**config.mk**
```make
export PLATFORM = sky130hd
export DESIGN_NAME = marquee_decoder_flat
export DESIGN_NICKNAME = d
export VERILOG_FILES = /design/src/rtl/marquee_decoder_if.sv /design/src/rtl/marquee_decoder.sv /design/src/flat_wrapper.sv
export SDC_FILE = /design/constraint.sdc
export NUM_CORES = 1
export LEC_CHECK = 0
export BUFFER_PORTS_ARGS = -buffer_cell sky130_fd_sc_hd__buf_2
export CAP_MARGIN = 40
export CORE_MARGIN = 1.5
export CORE_UTILIZATION = 50
export CTS_BUF_LIST = sky130_fd_sc_hd__clkbuf_2
export DETAILED_ROUTE_END_ITERATION = 12
export PLACE_DENSITY = 0.71
export SKIP_LAST_GASP = 1
export SLEW_MARGIN = 25
export SYNTH_ARGS = -nofsm -noshare
export SYNTH_HDL_FRONTEND = slang
export SYNTH_SLANG_ARGS = --single-unit
```
**constraint.sdc**
```tcl
create_clock -name clk -period 9.1 [get_ports clk]
set_clock_uncertainty 0.15 [all_clocks]
set_input_delay 1.365 -clock clk [delete_from_list [all_inputs] [get_ports clk]]
set_output_delay 1.365 -clock clk [all_outputs]
set_load 0.005 [all_outputs]
```
**src/rtl/marquee_decoder_if.sv**
```systemverilog
// Bundle of frame inputs and decoded-date outputs for the marquee decoder.
// The master drives the glyph window; the slave (decoder) returns the date.
interface marquee_decoder_if;
   logic        step;
   logic [6:0]  FirstDisplay;
   logic [6:0]  SecondDisplay;
   logic [6:0]  ThirdDisplay;
   logic [6:0]  FourthDisplay;
   logic [39:0] date_out;
   logic        date_valid;
   logic        locked;
   logic        frame_err;

   modport master (
      output step, FirstDisplay, SecondDisplay, ThirdDisplay, FourthDisplay,
      input  date_out, date_valid, locked, frame_err
   );

   modport slave (
      input  step, FirstDisplay, SecondDisplay, ThirdDisplay, FourthDisplay,
      output date_out, date_valid, locked, frame_err
   );
endinterface

```
**src/rtl/marquee_decoder.sv**
```systemverilog
// Follows a 4-glyph 7-segment window scrolling through "YYYY-MM-DD" and, after a
// complete consistent scroll, emits the date as a binary integer YYYYMMDD.
module marquee_decoder #(
   parameter bit ACTIVE_LOW = 1'b0
) (
   input  logic             clk,
   input  logic             rst,
   marquee_decoder_if.slave bus
);

   localparam logic [6:0] Dash = 7'h40;

   typedef enum logic [1:0] {StHunt, StTrack, StDone} state_e;

   state_e      state_q, state_d;
   logic [3:0]  k_q, k_d;
   logic [3:0]  char_q [10];
   logic [3:0]  char_d [10];
   logic [6:0]  prev_q [3];
   logic [6:0]  prev_d [3];
   logic [39:0] date_q, date_d;
   logic        valid_q, valid_d;
   logic        err_q, err_d;

   logic [6:0]  g   [4];
   logic [4:0]  dig [4];
   logic        all_digits, dash_slot, first_ok, shift_ok, hunt;
   logic [26:0] date_calc;

   // Returns {is_digit, value}.
   function automatic logic [4:0] glyph_digit(input logic [6:0] code);
      logic [4:0] r;
      case (code)
         7'h3F:   r = {1'b1, 4'd0};
         7'h06:   r = {1'b1, 4'd1};
         7'h5B:   r = {1'b1, 4'd2};
         7'h4F:   r = {1'b1, 4'd3};
         7'h66:   r = {1'b1, 4'd4};
         7'h6D:   r = {1'b1, 4'd5};
         7'h7D:   r = {1'b1, 4'd6};
         7'h07:   r = {1'b1, 4'd7};
         7'h7F:   r = {1'b1, 4'd8};
         7'h6F:   r = {1'b1, 4'd9};
         default: r = 5'd0;
      endcase
      return r;
   endfunction

   always_comb begin
      g[0] = ACTIVE_LOW ? ~bus.FirstDisplay  : bus.FirstDisplay;
      g[1] = ACTIVE_LOW ? ~bus.SecondDisplay : bus.SecondDisplay;
      g[2] = ACTIVE_LOW ? ~bus.ThirdDisplay  : bus.ThirdDisplay;
      g[3] = ACTIVE_LOW ? ~bus.FourthDisplay : bus.FourthDisplay;
      for (int i = 0; i < 4; i++) dig[i] = glyph_digit(g[i]);
   end

   always_comb begin
      all_digits = dig[0][4] & dig[1][4] & dig[2][4] & dig[3][4];
      dash_slot  = (k_q == 4'd5) || (k_q == 4'd2);
      first_ok   = dash_slot ? (g[0] == Dash) : dig[0][4];
      // Upper three glyphs must be last step's lower three, shifted left by one.
      shift_ok   = (g[1] == prev_q[0]) && (g[2] == prev_q[1]) && (g[3] == prev_q[2]);
   end

   always_comb begin
      date_calc = (27'(char_q[9]) * 27'd1000 + 27'(char_q[8]) * 27'd100
                   + 27'(char_q[7]) * 27'd10 + 27'(char_q[6])) * 27'd10000
                  + (27'(char_q[4]) * 27'd10 + 27'(char_q[3])) * 27'd100
                  + 27'(char_q[1]) * 27'd10 + 27'(char_q[0]);
   end

   always_comb begin
      state_d = state_q;
      k_d     = k_q;
      char_d  = char_q;
      prev_d  = prev_q;
      date_d  = date_q;
      valid_d = 1'b0;
      err_d   = 1'b0;
      hunt    = 1'b0;

      case (state_q)
         StHunt: hunt = bus.step;
         StTrack: begin
            if (bus.step) begin
               if (shift_ok && first_ok) begin
                  if (!dash_slot) char_d[k_q] = dig[0][3:0];
                  prev_d[0] = g[0];
                  prev_d[1] = g[1];
                  prev_d[2] = g[2];
                  if (k_q == 4'd0) state_d = StDone;
                  else             k_d     = k_q - 4'd1;
               end else begin
                  err_d   = 1'b1;
                  state_d = StHunt;
                  for (int i = 0; i < 10; i++) char_d[i] = 4'd0;
               end
            end
         end
         StDone: begin
            date_d  = {13'd0, date_calc};
            valid_d = 1'b1;
            state_d = StHunt;
            // A step landing here starts the next scroll without losing a frame.
            hunt    = bus.step;
         end
         default: state_d = StHunt;
      endcase

      if (hunt && all_digits) begin
         char_d[9] = dig[3][3:0];
         char_d[8] = dig[2][3:0];
         char_d[7] = dig[1][3:0];
         char_d[6] = dig[0][3:0];
         prev_d[0] = g[0];
         prev_d[1] = g[1];
         prev_d[2] = g[2];
         k_d       = 4'd5;
         state_d   = StTrack;
      end
   end

   always_ff @(posedge clk or posedge rst) begin
      if (rst) begin
         state_q <= StHunt;
         k_q     <= 4'd0;
         date_q  <= 40'd0;
         valid_q <= 1'b0;
         err_q   <= 1'b0;
         for (int i = 0; i < 10; i++) char_q[i] <= 4'd0;
         for (int i = 0; i < 3; i++)  prev_q[i] <= 7'd0;
      end else begin
         state_q <= state_d;
         k_q     <= k_d;
         date_q  <= date_d;
         valid_q <= valid_d;
         err_q   <= err_d;
         char_q  <= char_d;
         prev_q  <= prev_d;
      end
   end

   assign bus.date_out   = date_q;
   assign bus.date_valid = valid_q;
   assign bus.frame_err  = err_q;
   assign bus.locked     = (state_q != StHunt);

endmodule
```
**src/flat_wrapper.sv**
```systemverilog
// flat-port wrapper written by rule: the top's interface ports become plain ports
module marquee_decoder_flat 
#(
   parameter bit ACTIVE_LOW = 1'b0
)
  (clk, rst, bus_step, bus_FirstDisplay, bus_SecondDisplay, bus_ThirdDisplay, bus_FourthDisplay, bus_date_out, bus_date_valid, bus_locked, bus_frame_err);
  marquee_decoder_if bus_i ();
  input  logic clk;
  input  logic rst;
  input wire logic [$bits(bus_i.step)-1:0] bus_step;
  input wire logic [$bits(bus_i.FirstDisplay)-1:0] bus_FirstDisplay;
  input wire logic [$bits(bus_i.SecondDisplay)-1:0] bus_SecondDisplay;
  input wire logic [$bits(bus_i.ThirdDisplay)-1:0] bus_ThirdDisplay;
  input wire logic [$bits(bus_i.FourthDisplay)-1:0] bus_FourthDisplay;
  output wire logic [$bits(bus_i.date_out)-1:0] bus_date_out;
  output wire logic [$bits(bus_i.date_valid)-1:0] bus_date_valid;
  output wire logic [$bits(bus_i.locked)-1:0] bus_locked;
  output wire logic [$bits(bus_i.frame_err)-1:0] bus_frame_err;
  assign bus_i.step = bus_step;
  assign bus_i.FirstDisplay = bus_FirstDisplay;
  assign bus_i.SecondDisplay = bus_SecondDisplay;
  assign bus_i.ThirdDisplay = bus_ThirdDisplay;
  assign bus_i.FourthDisplay = bus_FourthDisplay;
  assign bus_date_out = bus_i.date_out;
  assign bus_date_valid = bus_i.date_valid;
  assign bus_locked = bus_i.locked;
  assign bus_frame_err = bus_i.frame_err;
  marquee_decoder #(.ACTIVE_LOW(ACTIVE_LOW)) u_core (.clk(clk), .rst(rst), .bus(bus_i));
endmodule
```
After elaboration in Yosys (flattened, before gate mapping)
Cells that the tools add are included.
- mux-type cells: 32
- order comparisons: 2
- bitwise operators: 4
- reductions and logical operators: 18
- add/sub/neg operators: 8
- equal/unequal tests: 54
- $mul: 7
- operators with widths (cell ; count):
    $eq A7 B7 Y1 const B ; 29
    $pmux W5 S10 ; 4
    $mux W21 ; 4
    $mux W40 ; 2
    $eq A7 B3 Y1 const B ; 8
    $add A27 B4 Y27 ; 2
    $add A27 B8 Y27 ; 2
    $mux W16 ; 3
    $bwmux W40 ; 1
    $eq A7 B6 Y1 const B ; 4
    $add A27 B27 Y27 ; 1
    $mul A27 B10 Y23 const B ; 1
    $mul A27 B5 Y25 const B ; 1
    $mux W4 ; 6
    $eq A7 B7 Y1 ; 3
    $mul A4 B3 Y7 const B ; 3
    $demux W4 S4 ; 1
    $add A14 B11 Y15 ; 1
    $reduce_and A3 Y1 ; 4
    $mul A4 B7 Y11 const B ; 1
    $add A8 B4 Y9 ; 1
    $mul A4 B5 Y9 const B ; 1
    $mux W2 ; 4
    $reduce_bool A2 Y1 ; 4
    22 further kinds ; 34
- output and inout bits: 43
- bits in registers: 96

Logic depth before layout (Yosys ltp)
Gate-level depths: netlist of the first run.
- depth in word-level cells: 11
- depth in mapped cells: 35
- depth with buffers taken out: 34

Worst setup path before layout of the first run
Ideal clock, no wire load.
- kind: reg-to-reg
- start: register u_core.char_q[1] in the netlist's numbering
- end: register u_core.date_q[25], in the netlist u_core.bus.date_out[25]
- arrival: 8.685 ns
- stages on the path, launching flop included: 28
- period minus slack after synthesis: 8.903 ns
- path slack: 0.197 ns
- path buffers: 0
- setup time: 0.069 ns
- cells stage by stage: dfrtp_1 fa_1 inv_1 fa_1 inv_1 ha_1 o21a_1 a21oi_1 ha_1 or4b_1 o2111ai_2 nand4b_1 xnor2_1 fa_1 ha_1 fa_1 ha_1 fa_1 ha_1 o21ai_0 nor2_1 or3_1 a31o_2 a21oi_1 xnor2_1 nand3_1 or4_1 nand3_1
- longest elaborated chain between the ends: 8
- RTL lines (element ; line ; source):
    from (decl) ; marquee_decoder.sv:17 ; logic [3:0] char_q [10];
    from (signal assigned) ; marquee_decoder.sv:138 ; char_q <= char_d;
    $mul A4 B7 Y11 ; marquee_decoder.sv:66 ; date_calc = (27'(char_q[9]) * 27'd1000 + 27'(char_q[8]) * 27'd100
    $add A14 B11 Y15 ; marquee_decoder.sv:66 ;
    $add A27 B8 Y27 ; marquee_decoder.sv:67 ; + 27'(char_q[7]) * 27'd10 + 27'(char_q[6])) * 27'd10000
    $add A27 B4 Y27 ; marquee_decoder.sv:67 ;
    $mul A27 B10 Y23 ; marquee_decoder.sv:67 ;
    $add A27 B27 Y27 ; marquee_decoder.sv:68 ; + (27'(char_q[4]) * 27'd10 + 27'(char_q[3])) * 27'd100
    $add A27 B8 Y27 ; marquee_decoder.sv:69 ; + 27'(char_q[1]) * 27'd10 + 27'(char_q[0]);
    $add A27 B4 Y27 ; marquee_decoder.sv:69 ;
    to (signal assigned) ; marquee_decoder.sv:135 ; date_q <= date_d;
    to (decl) ; marquee_decoder.sv:21 ; logic [39:0] date_q, date_d;
Every way passes these cells.
A chain may end at the register's enable or synchronous reset.

Worst setup path after layout of the first run
- start: register u_core.char_q[1] in the netlist's numbering
- end: register u_core.date_q[26], in the netlist u_core.bus.date_out[26]
Same word-level chain as after synthesis.

==> results of run 1 <==
## synthesized netlist by cell type (11+ instances only)
cell      number  area (um^2)
ha_1         184         2302
inv_1        122        457.9
nand2_1       97        364.1
dfrtp_1       88         2202
o21ai_0       77        385.4
a21oi_1       63        315.3
fa_1          61         1221
nor2_1        57        214.0
xnor2_1       49        429.2
xor2_1        43        376.6
clkbuf_1      34        127.6
nand3_1       31        155.2
mux2_2        29        326.6
a21o_1        23        172.7
nor3_1        21        105.1
nor2b_1       16        100.1
a211oi_1      15        112.6
buf_4         13        97.59
nand2b_1      13        81.33
nor4_1        12        75.07
o21a_1        11        82.58
## repair_timing
| item | in CTS | in global routing |
|---|---|---|
| pin swaps | 0 | 2 |
| buffers inserted | 0 | 5 |
| hold endpoints to repair | 0 | 0 |
| hold buffers | 0 | 0 |
| endpoints found under the setup margin | 2 | 7 |
| gates resized for setup | 2 | 14 |
| gates cloned | 0 | 0 |
## path summary, 6_finish.rpt
path,to,depth (start not counted)
min,u_core.bus.date_out[19]$_DFFE_PP0P_,2
min reg2reg,u_core.bus.date_out[15]$_DFFE_PP0P_,2
max,u_core.bus.date_out[26]$_DFFE_PP0P_,27
min in group clk,u_core.bus.date_out[15]$_DFFE_PP0P_,2
max in group asynchronous,u_core.char_q[3]$_DFFE_PP0P_,4
max reg2reg,u_core.bus.date_out[26]$_DFFE_PP0P_,27
## flip-flops by register name, indices dropped and copies added (netlist names)
| signal | cells |
|---|---|
| u_core.bus.date_valid | 1 |
| u_core.prev_q | 21 |
| u_core.char_q | 32 |
| u_core.bus.date_out | 27 |
| u_core.k_q | 4 |
| u_core.state_q | 2 |
| u_core.bus.frame_err | 1 |
## layout by cell type (no fill, tap or decap), drive strengths merged, types with 13 or more instances in the layout
master	instances
nand2	98
a211oi	15
buf	81
xor2	43
nand2b	13
mux2	29
inv	127
a21o	24
dfrtp	88
o21ai	78
nand3	31
a21oi	63
nor3	21
ha	184
nor2	57
conb	17
xnor2	49
fa	61
nor4	13
nor2b	16
## per-layer routing
metal	part of all wire (%)	vias to the layer above	wire, um	GRT usage (%)
met5	0	-	0	0
met4	1.6	0	371	5.817
met3	3.3	30	784	3.323
met2	48	161	11360	36.75
met1	47	4192	10960	27.99
li1	-	4400	-	-
## cell families (layout without fill, tap and decap cells)
group           after synthesis  after routing  synth area share, %
other cells                   2             18              0.06803
fa+ha+maj                   245            245                31.92
xor+xnor                     93             93                7.503
flops                        88             88                19.95
buf+inv                     172            220                6.302
mux                          40             40                4.069
compound gates              267            267                15.49
simple gates                317            317                14.70
## power groups by stage
stage,clock network [mW],registers (mW),logic [mW]
6_report,0.227,0.393,0.0727
5_1_grt,0.248,0.393,0.0836
4_1_cts,0.234,0.393,0.0718
3_5_place_dp,0,0.399,0.0712
3_3_place_gp,0,0.399,0.0702
2_1_floorplan,0,0.399,0.0538
## metrics by stage
step	instance area [um^2]	hold slack [ns]	worst slack (ns)	utilization, %	cells
after floorplan	11100	0.2886	0.1968	-	1239
after global placement	11630	0.3055	0.1437	53.44	1545
after detailed placement	11630	0.3136	-0.05146	53.44	1545
after CTS	11750	0.3716	0.06137	54.03	1561
after global routing	11870	0.2952	-0.01990	54.55	1568
final	11870	0.3284	0.4171	54.55	1568
## worst max-delay path: cells and delay by family (launching register included)
kind                     cells  cell delay [ns]
AO/OA/AOI/OAI                7             1.38
XOR/XNOR                     2             0.40
adder cells (fa/ha/maj)     10             4.23
buffers and inverters        2             0.15
flip-flops                   1             0.52
AND/OR/NAND/NOR              6             1.86
## final cells by class
type | instances | share of cell area (%)
clock buffers | 9 | 0.3795
clock inverters | 7 | 0.5798
flip-flops and latches | 88 | 18.59
well taps | 280 | 2.952
inverters | 123 | 3.900
repair buffers | 81 | 3.964
diodes | 1 | 0.02108
multi-input cells | 979 | 69.62
==> qor.yml, run 1 <==
power.internal_mw: 0.4653
viasPerCell: 5.601
pwr-share-seq_pct: 56.7
crit_start: "u_core.char_q[1]$_DFFE_PP0P_"
wire_per_inst_um: 14.97
cts.clk_slew.worst_paths_ns: 0.33
post-route-period-util_pct: 95.42
comb_power_share_pct: 10.5
core_mm2: 0.02176
cts_root_buffer: "clkbuf_2"
cap_violations: 0
syn_area_mm2: 0.01104
status: "finished, final reports clean"
crit_path_max_fanout: 7
ios: 74
cts_tree: "done"
fillerInstances: 1996
peakVddDrop_mv: 0.05986
switching_share_pct: 32.79
vias: 8783
yosys_warnings: 0
grt_max_degree: 51
fmax_mhz: 115.2
dp_hpwl_mm: 19.09
drtIter0Drc: 367
final.min_clock_period_ns: 8.683
setup_viol: 0
required_ns: 9.61
clockPowerShare_pct: 32.7
r2r_start: "u_core.char_q[1]$_DFFE_PP0P_"
start_kind: "flop"
syn_area_per_cell_um2: 9.019
hold_violations: 0
firstDrtPassIters: 5
worst_pin_slew_ns: 0.8666
seq_area_frac_synth_pct: 19.95
power.total_mw: 0.6923
rrSetupSlack_ns: 0.42
remaining_drc_errors: 0
grt_overflow: 0
power_density_mw_per_mm2: 58.33
die-area_mm2: 0.02298
regArea_mm2: 0.002206
synth_flop_cell: "dfrtp_1"
start_util_pct: 50.74
die_y_um: 151.6
synth_cells: 1224
fp.dieW_um: 151.6
p_leak_nw: 6.561
grt_pass1_vias: 8420
crit_type: "reg2reg"
async_reset_ff_share_pct: 100.0
drv_slew: 0
antenna_found_initial: 1
synth-seq-cells: 88
place.gp.congestion: 0.8876
area_growth_pct: 7.515
grt_pass1_wl_mm: 39.28
wl_mm: 23.48
cp-end-kind: "flop"
slowest_stage: "fa_1"
port_buffers: 60
antenna_left: 0
gr-usage-all-layers_pct: 21.42
final_layout_size_suffix_gt1_share_pct: 12.67
p_switching_mw: 0.2270
clockBufferDepth: 2
clock_latency_ns: 0.67
final_net_count: 1558
rows: 54
arrival_ns: 9.19
clock_sinks: 88
hold_path.class: "in2async"
multi_input_area_mm2: 0.008263
relSlewSlack_pct: 41.70
rsz0062_at_grt: "true"
ys_types: 74
cts_made_buffers: 9
htreeDepth: 3
synth_edf_count: 0
max_stage_delay_ns: 0.62
setup_tns_ns: 0
Note: power is estimated with default switching activity, not from simulation.
==> inputs of run 2 (changes only) <==
--- a/config.mk
+++ b/config.mk
@@ -8,10 +8,9 @@
 export BUFFER_PORTS_ARGS = -buffer_cell sky130_fd_sc_hd__buf_2
 export CAP_MARGIN = 40
 export CORE_MARGIN = 1.5
-export CORE_UTILIZATION = 50
+export CORE_UTILIZATION = 30
 export CTS_BUF_LIST = sky130_fd_sc_hd__clkbuf_2
 export DETAILED_ROUTE_END_ITERATION = 12
-export PLACE_DENSITY = 0.71
 export SKIP_LAST_GASP = 1
 export SLEW_MARGIN = 25
 export SYNTH_ARGS = -nofsm -noshare
==> run 2 against run 1 <==
Effect of this change: sequential cell count did not move; sequential power about the same; via count shrank 0.16%; worst setup slack worse by 0.0085 ns; final cell count increased by 12%; cell area grew 3.3%; first-iteration DRC count up 21%; critical path type unchanged; die area up 65%; highest routed layer unchanged; register-to-register slack barely moved; hold slack better by 0.033 ns; largest power group unchanged.
==> qor.yml, run 2 (same netlist as run 1, synthesis figures left out) <==
layout_commonest_cell: "ha_1"
final.min_clock_period_ns: 8.691  # +0.008493 ns
start_util_pct: 30.30  # -20 points
hold_path_startpoint: "u_core.bus.date_out[12]$_DFFE_PP0P_"
firstDrtPassIters: 5  # unchanged
ios: 74  # unchanged
setup_viol: 0  # unchanged
wl_mm: 24.33  # +3.6%
final_cell_mix: "179 x ha_1, 120 x inv_1, 96 x nand2_1"
fin_hold_ws_ns: 0.3617  # +0.03331 ns
clockBufferDepth: 2  # unchanged
port_buffers: 60  # unchanged
dp_hpwl_mm: 20.05  # +5.0%
wire_per_inst_um: 13.80  # -7.8%
gr-usage-all-layers_pct: 13.15  # -8.3 points
post-route-period-util_pct: 95.51  # about the same
cts_hold_buffers: 0  # unchanged
r2r_start: "u_core.char_q[1]$_DFFE_PP0P_"
viasPerCell: 4.974  # -11%
cts_root_buffer: "clkbuf_2"
final_layout_size_suffix_gt1_share_pct: 14.08  # +1.4 points
max_stage_delay_ns: 0.63  # about the same
fp.dieW_um: 194.8  # +29%
die-area_mm2: 0.03796  # +65%
largest_register: "u_core.char_q"
grt_overflow: 0  # unchanged
cts_tree: "done"
peakVddDrop_mv: 0.07270  # +21%
antenna_left: 0  # unchanged
crit_start: "u_core.char_q[1]$_DFFE_PP0P_"
crit_top_cell: "ha_1"
area_growth_pct: 11.06
clock_latency_ns: 0.68  # about the same
rrSetupSlack_ns: 0.41  # about the same
antenna_found_initial: 1  # unchanged
drtIter0Drc: 443  # +21%
power.total_mw: 0.6927  # about the same
arrival_ns: 9.16  # -0.03 ns
crit_path_max_fanout: 7  # unchanged
grt_pass1_wl_mm: 41.58  # +5.9%
cp-end-kind: "flop"
vias: 8769  # -0.16%
start_kind: "flop"
largest_register_ff_count: 32  # unchanged
die_y_um: 194.8  # +29%
clock_sinks: 88  # unchanged
status: "finished, final reports clean"
remaining_drc_errors: 0  # unchanged
crit_type: "reg2reg"
power_density_mw_per_mm2: 56.50  # -3.1%
core_mm2: 0.03643  # +67%
cts_made_buffers: 9  # unchanged
cap_violations: 0  # unchanged
setup_tns_ns: 0  # unchanged
p_leak_nw: 6.631  # +1.1%
drv_slew: 0  # unchanged
place.gp.congestion: 0.8043  # -9.4%
slowest_stage: "fa_2"
grt_max_degree: 51  # unchanged
fmax_mhz: 115.1  # about the same
cts.clk_slew.worst_paths_ns: 0.31  # -0.02 ns
htreeDepth: 3  # unchanged
hold_violations: 0  # unchanged
required_ns: 9.57  # -0.04 ns
rows: 70  # +30%
cp_top_family: "adder cells"
relSlewSlack_pct: 46.18  # +4.5 points
worst-path-buf-inv: 3  # +1
grt_pass1_vias: 8514  # +1.1%
worst_pin_slew_ns: 0.8000  # -0.06659 ns
final_net_count: 1564  # +0.39%
hold_path.class: "reg2reg"
rsz0062_at_grt: "true"
-- run 2: changes by cell type in the layout (fill, tap and decap cells not counted), sizes merged --
cell / before / now
diode: 1 / 2
buf: 81 / 87
inv: 127 / 126
clkinv: 3 / 4
-- run 2: area by class of cell --
| type | count | area (um^2) |
|---|---|---|
| fill | 3817 | 24170 |
| tap | 468 | 585.6 |
| inverter | 123 | 462.9 |
| antenna | 2 | 5.005 |
| clock buffer | 9 | 45.04 |
| sequential | 88 | 2206 |
| clock inverter | 7 | 81.33 |
| multi-input combinational | 979 | 8352 |
| timing repair buffer | 87 | 523.0 |
-- run 2: worst min-delay path: stages, from the launching register on --
cell	delay (ns)
dfrtp_1	0.41
nand2_1	0.04
o21ai_0	0.06
-- run 2: final timing paths --
kind | to | depth (start not counted)
worst max-delay path | u_core.bus.date_out[26]$_DFFE_PP0P_ | 27
worst min-delay path | u_core.bus.date_out[12]$_DFFE_PP0P_ | 2
max in group asynchronous | u_core.bus.date_valid$_DFF_PP0_ | 4
worst max register to register | u_core.bus.date_out[26]$_DFFE_PP0P_ | 27
min in group asynchronous | u_core.prev_q[16]$_DFFE_PP0P_ | 2
worst min register to register | u_core.bus.date_out[12]$_DFFE_PP0P_ | 2
-- run 2: what timing repair did --
action | CTS | global route
setup buffers | 0 | 6
gates resized for setup | 2 | 30
endpoints found under the setup margin | 1 | 7
pin swaps | 0 | 6
-- run 2: where the power goes --
group | total, mW | internal, mW | switching, mW | leakage, nW
Combinational | 0.0750 | 0.0269 | 0.0480 | 5.37
Clock | 0.225 | 0.0487 | 0.176 | 0.0769
Sequential | 0.393 | 0.393 | 0.000219 | 1.19
Total | 0.693 | 0.468 | 0.224 | 6.63
-- run 2: per-layer routing --
metal / global-route usage [%] / part of all wire [%] / up-vias / wire (um)
li1: - / - / 4407 / -
met1: 18.18 / 50 / 4204 / 12050
met2: 21.74 / 47 / 138 / 11320
met3: 2.048 / 2.9 / 20 / 705
met4: 2.555 / 1.0 / 0 / 254
met5: 0 / 0 / - / 0
-- run 2: metrics by stage --
stage | instances | util (%) | area (um^2) | worst slack (ns)
2_1_floorplan | 1239 | - | 11100 | 0.1968
3_3_place_gp | 1738 | 32.66 | 11900 | 0.2408
3_5_place_dp | 1739 | 32.74 | 11930 | 0.07609
4_1_cts | 1755 | 33.13 | 12070 | 0.04006
5_1_grt | 1763 | 33.65 | 12260 | -0.008667
6_report | 1763 | 33.65 | 12260 | 0.4086
==> inputs of run 3 (changes only) <==
--- a/config.mk
+++ b/config.mk
@@ -5,9 +5,10 @@
 export SDC_FILE = /design/constraint.sdc
 export NUM_CORES = 1
 export LEC_CHECK = 0
+export ABC_AREA = 1
 export BUFFER_PORTS_ARGS = -buffer_cell sky130_fd_sc_hd__buf_2
 export CAP_MARGIN = 40
-export CORE_MARGIN = 1.5
+export CORE_MARGIN = 2
 export CORE_UTILIZATION = 30
 export CTS_BUF_LIST = sky130_fd_sc_hd__clkbuf_2
 export DETAILED_ROUTE_END_ITERATION = 12
==> run 3 against run 2 <==
Effect of this change: worst setup slack got worse by 0.039 ns; cell area rose by 3.2%; combinational power is 18% lower; maximum frequency decreased by 0.45%; largest power group unchanged.
==> qor.yml, run 3 <==
drv_slew: 0  # unchanged
synthTopCellsByCount: "374 x nand2_1, 241 x inv_1, 184 x ha_1, 98 x nor2_1, 88 x dfrtp_1"
synth_area_leaders: "ha_1 20%, dfrtp_1 19%, nand2_1 12%"
fin_hold_ws_ns: 0.3536  # -0.008136 ns
rrSetupSlack_ns: 0.37  # -0.04 ns
fillerInstances: 4041  # +5.9%
relSlewSlack_pct: 54.28  # +8.1 points
final_layout_size_suffix_gt1_share_pct: 9.944  # -4.1 points
slowest_stage: "fa_2"
wire_per_inst_um: 12.51  # -9.3%
gr-usage-all-layers_pct: 13.84  # +0.69 points
r2r_start: "u_core.char_q[1]$_DFFE_PP0P_"
switching_share_pct: 30.36  # -2.0 points
synth.most_common_cell: "nand2_1"
yosys_warnings: 0  # unchanged
clock_sinks: 88  # unchanged
pwr-share-seq_pct: 60.8  # +4.1 points
cts_tree: "done"
fp.dieW_um: 200.0  # +2.6%
hold_end: "u_core.bus.date_out[25]$_DFFE_PP0P_"
start_kind: "flop"
firstDrtPassIters: 5  # unchanged
syn_area_per_cell_um2: 7.476  # -17%
die-area_mm2: 0.03999  # +5.4%
crit_path_max_fanout: 6  # -1
largest_register_ff_count: 32  # unchanged
n_antenna_cell: 0  # -2
grt_pass1_vias: 9546  # +12%
arrival_ns: 9.13  # -0.03 ns
power.total_mw: 0.6449  # -6.9%
synth_top_area_share_pct: 19.98  # -0.87 points
area_growth_pct: 9.839
async_reset_ff_share_pct: 100.0  # unchanged
cts_root_buffer: "clkbuf_2"
antenna_left: 0  # unchanged
r2r_cells: 39  # +44%
ios: 74  # unchanged
seq_area_frac_synth_pct: 19.11  # -0.83 points
max_stage_delay_ns: 0.61  # -0.02 ns
comb_power_share_pct: 9.5  # -1.3 points
final_net_count: 1890  # +21%
htreeDepth: 3  # unchanged
power_density_mw_per_mm2: 50.96  # -9.8%
die_y_um: 200.0  # +2.6%
cap_violations: 0  # unchanged
cts_hold_buffers: 0  # unchanged
viasPerCell: 4.567  # -8.2%
grt_pass1_wl_mm: 45.30  # +8.9%
ys_types: 57  # -23%
remaining_drc_errors: 0  # unchanged
clockBufferDepth: 2  # unchanged
vias: 9727  # +11%
crit_type: "reg2reg"
core_mm2: 0.03776  # +3.6%
fin_util_pct: 33.52  # -0.13 points
syn_area_mm2: 0.01152  # +4.4%
place.gp.congestion: 0.8655  # +7.6%
fmax_mhz: 114.5  # -0.45%
r2r-end: "u_core.bus.date_out[26]$_DFFE_PP0P_"
hold_path.class: "reg2reg"
regArea_mm2: 0.002206  # unchanged
power.internal_mw: 0.4491  # -4.1%
hold_violations: 0  # unchanged
antenna_found_initial: 0  # -1
setup_tns_ns: 0  # unchanged
worst_pin_slew_ns: 0.6806  # -0.1194 ns
start_util_pct: 30.52  # +0.22 points
grt_max_degree: 63  # +24%
layout_commonest_cell: "nand2_1"
crit_start: "u_core.char_q[1]$_DFFE_PP0P_"
largest_register: "u_core.char_q"
rows: 71  # +1.4%
synth_cells: 1541  # +26%
hold_depth: 2  # unchanged
post-route-period-util_pct: 95.94  # +0.43 points
final_cell_mix: "374 x nand2_1, 237 x inv_1, 181 x ha_1"
synth.largest_area_cell: "ha_1"
grt_overflow: 0  # unchanged
synth_flop_cell: "dfrtp_1"
p_leak_nw: 7.321  # +10%
clock_latency_ns: 0.66  # -0.02 ns
status: "finished, final reports clean"
setup_viol: 0  # unchanged
peakVddDrop_mv: 0.04229  # -42%
port_buffers: 60  # unchanged
synth-seq-cells: 88  # unchanged
hold_path_startpoint: "u_core.bus.date_out[25]$_DFFE_PP0P_"
wl_mm: 26.65  # +9.5%
p_switching_mw: 0.1958  # -13%
cts.clk_slew.worst_paths_ns: 0.29  # -0.02 ns
cp-end-kind: "flop"
dp_hpwl_mm: 22.52  # +12%
synth_edf_count: 0  # unchanged
clockPowerShare_pct: 29.6  # -2.9 points
required_ns: 9.49  # -0.08 ns
multi_input_area_mm2: 0.008338  # -0.16%
cts_made_buffers: 9  # unchanged
drtIter0Drc: 411  # -7.2%
final.min_clock_period_ns: 8.731  # +0.03938 ns
run 3: metal layers:
metal,vias up,part of all wire (%),GRT usage [%]
li1,5115,-,-
met1,4447,50,19.02
met2,148,46,23.34
met3,17,3.2,1.949
met4,0,0.80,2.469
met5,-,0,0
run 3: final cells by class:
class                      count  share of cell area, %
tap                          511                  5.052
multi-input combinational   1188                  65.89
clock inverter                 6                 0.3362
sequential                    88                  17.43
timing repair buffer          74                  3.362
clock buffer                  10                 0.3955
inverter                     253                  7.534
run 3: worst max-delay path by stage:
stage | end | slack (ns) | cells past startpoint
after floorplan | u_core.bus.date_out[26]$_DFFE_PP0P_ | 0.78 | 38
after global placement | u_core.bus.date_out[26]$_DFFE_PP0P_ | 0.24 | 38
after detailed placement | u_core.bus.date_out[26]$_DFFE_PP0P_ | 0.05 | 38
after CTS | u_core.bus.date_out[26]$_DFFE_PP0P_ | 0.02 | 38
after global routing | u_core.bus.date_out[26]$_DFFE_PP0P_ | -0.04 | 39
final | u_core.bus.date_out[26]$_DFFE_PP0P_ | 0.37 | 39
run 3: metrics by stage:
step | worst slack, ns | area [um^2] | cells
floorplan | 0.7827 | 11580 | 1556
global placement | 0.2391 | 12390 | 2107
detailed placement | 0.05153 | 12390 | 2107
CTS | 0.02161 | 12480 | 2123
global route | -0.04326 | 12650 | 2130
finish | 0.3693 | 12650 | 2130
run 3: what timing repair did:
action	CTS	global route
pin swaps	0	3
endpoints found under the hold margin	0	0
buffers inserted	0	6
gates resized for setup	1	22
endpoints found under the setup margin	2	10
run 3: cell families after synthesis:
| family | synth area share (%) |
|---|---|
| buffers and inverters | 9.828 |
| xor gates and xnor gates | 5.691 |
| adders and majority gates | 30.58 |
| other | 0.06519 |
| AOI/OAI and AO/OA | 9.437 |
| DFF | 19.11 |
| and+or+nand+nor | 25.28 |
run 3: power by group through the flow:
stage / logic [mW] / registers, mW / clock network (mW)
2_1_floorplan: 0.0409 / 0.399 / 0
6_report: 0.0615 / 0.392 / 0.191
4_1_cts: 0.0602 / 0.392 / 0.202
3_3_place_gp: 0.0593 / 0.399 / 0
5_1_grt: 0.0706 / 0.393 / 0.222
3_5_place_dp: 0.0599 / 0.399 / 0
run 3: critical path, delay by kind of cell (launching register included):
kind | cells | cell delay, ns
compound gates | 3 | 0.53
xor+xnor | 4 | 0.68
fa+ha+maj | 12 | 4.83
buf+inv | 9 | 0.70
flops | 1 | 0.52
simple gates | 11 | 1.19
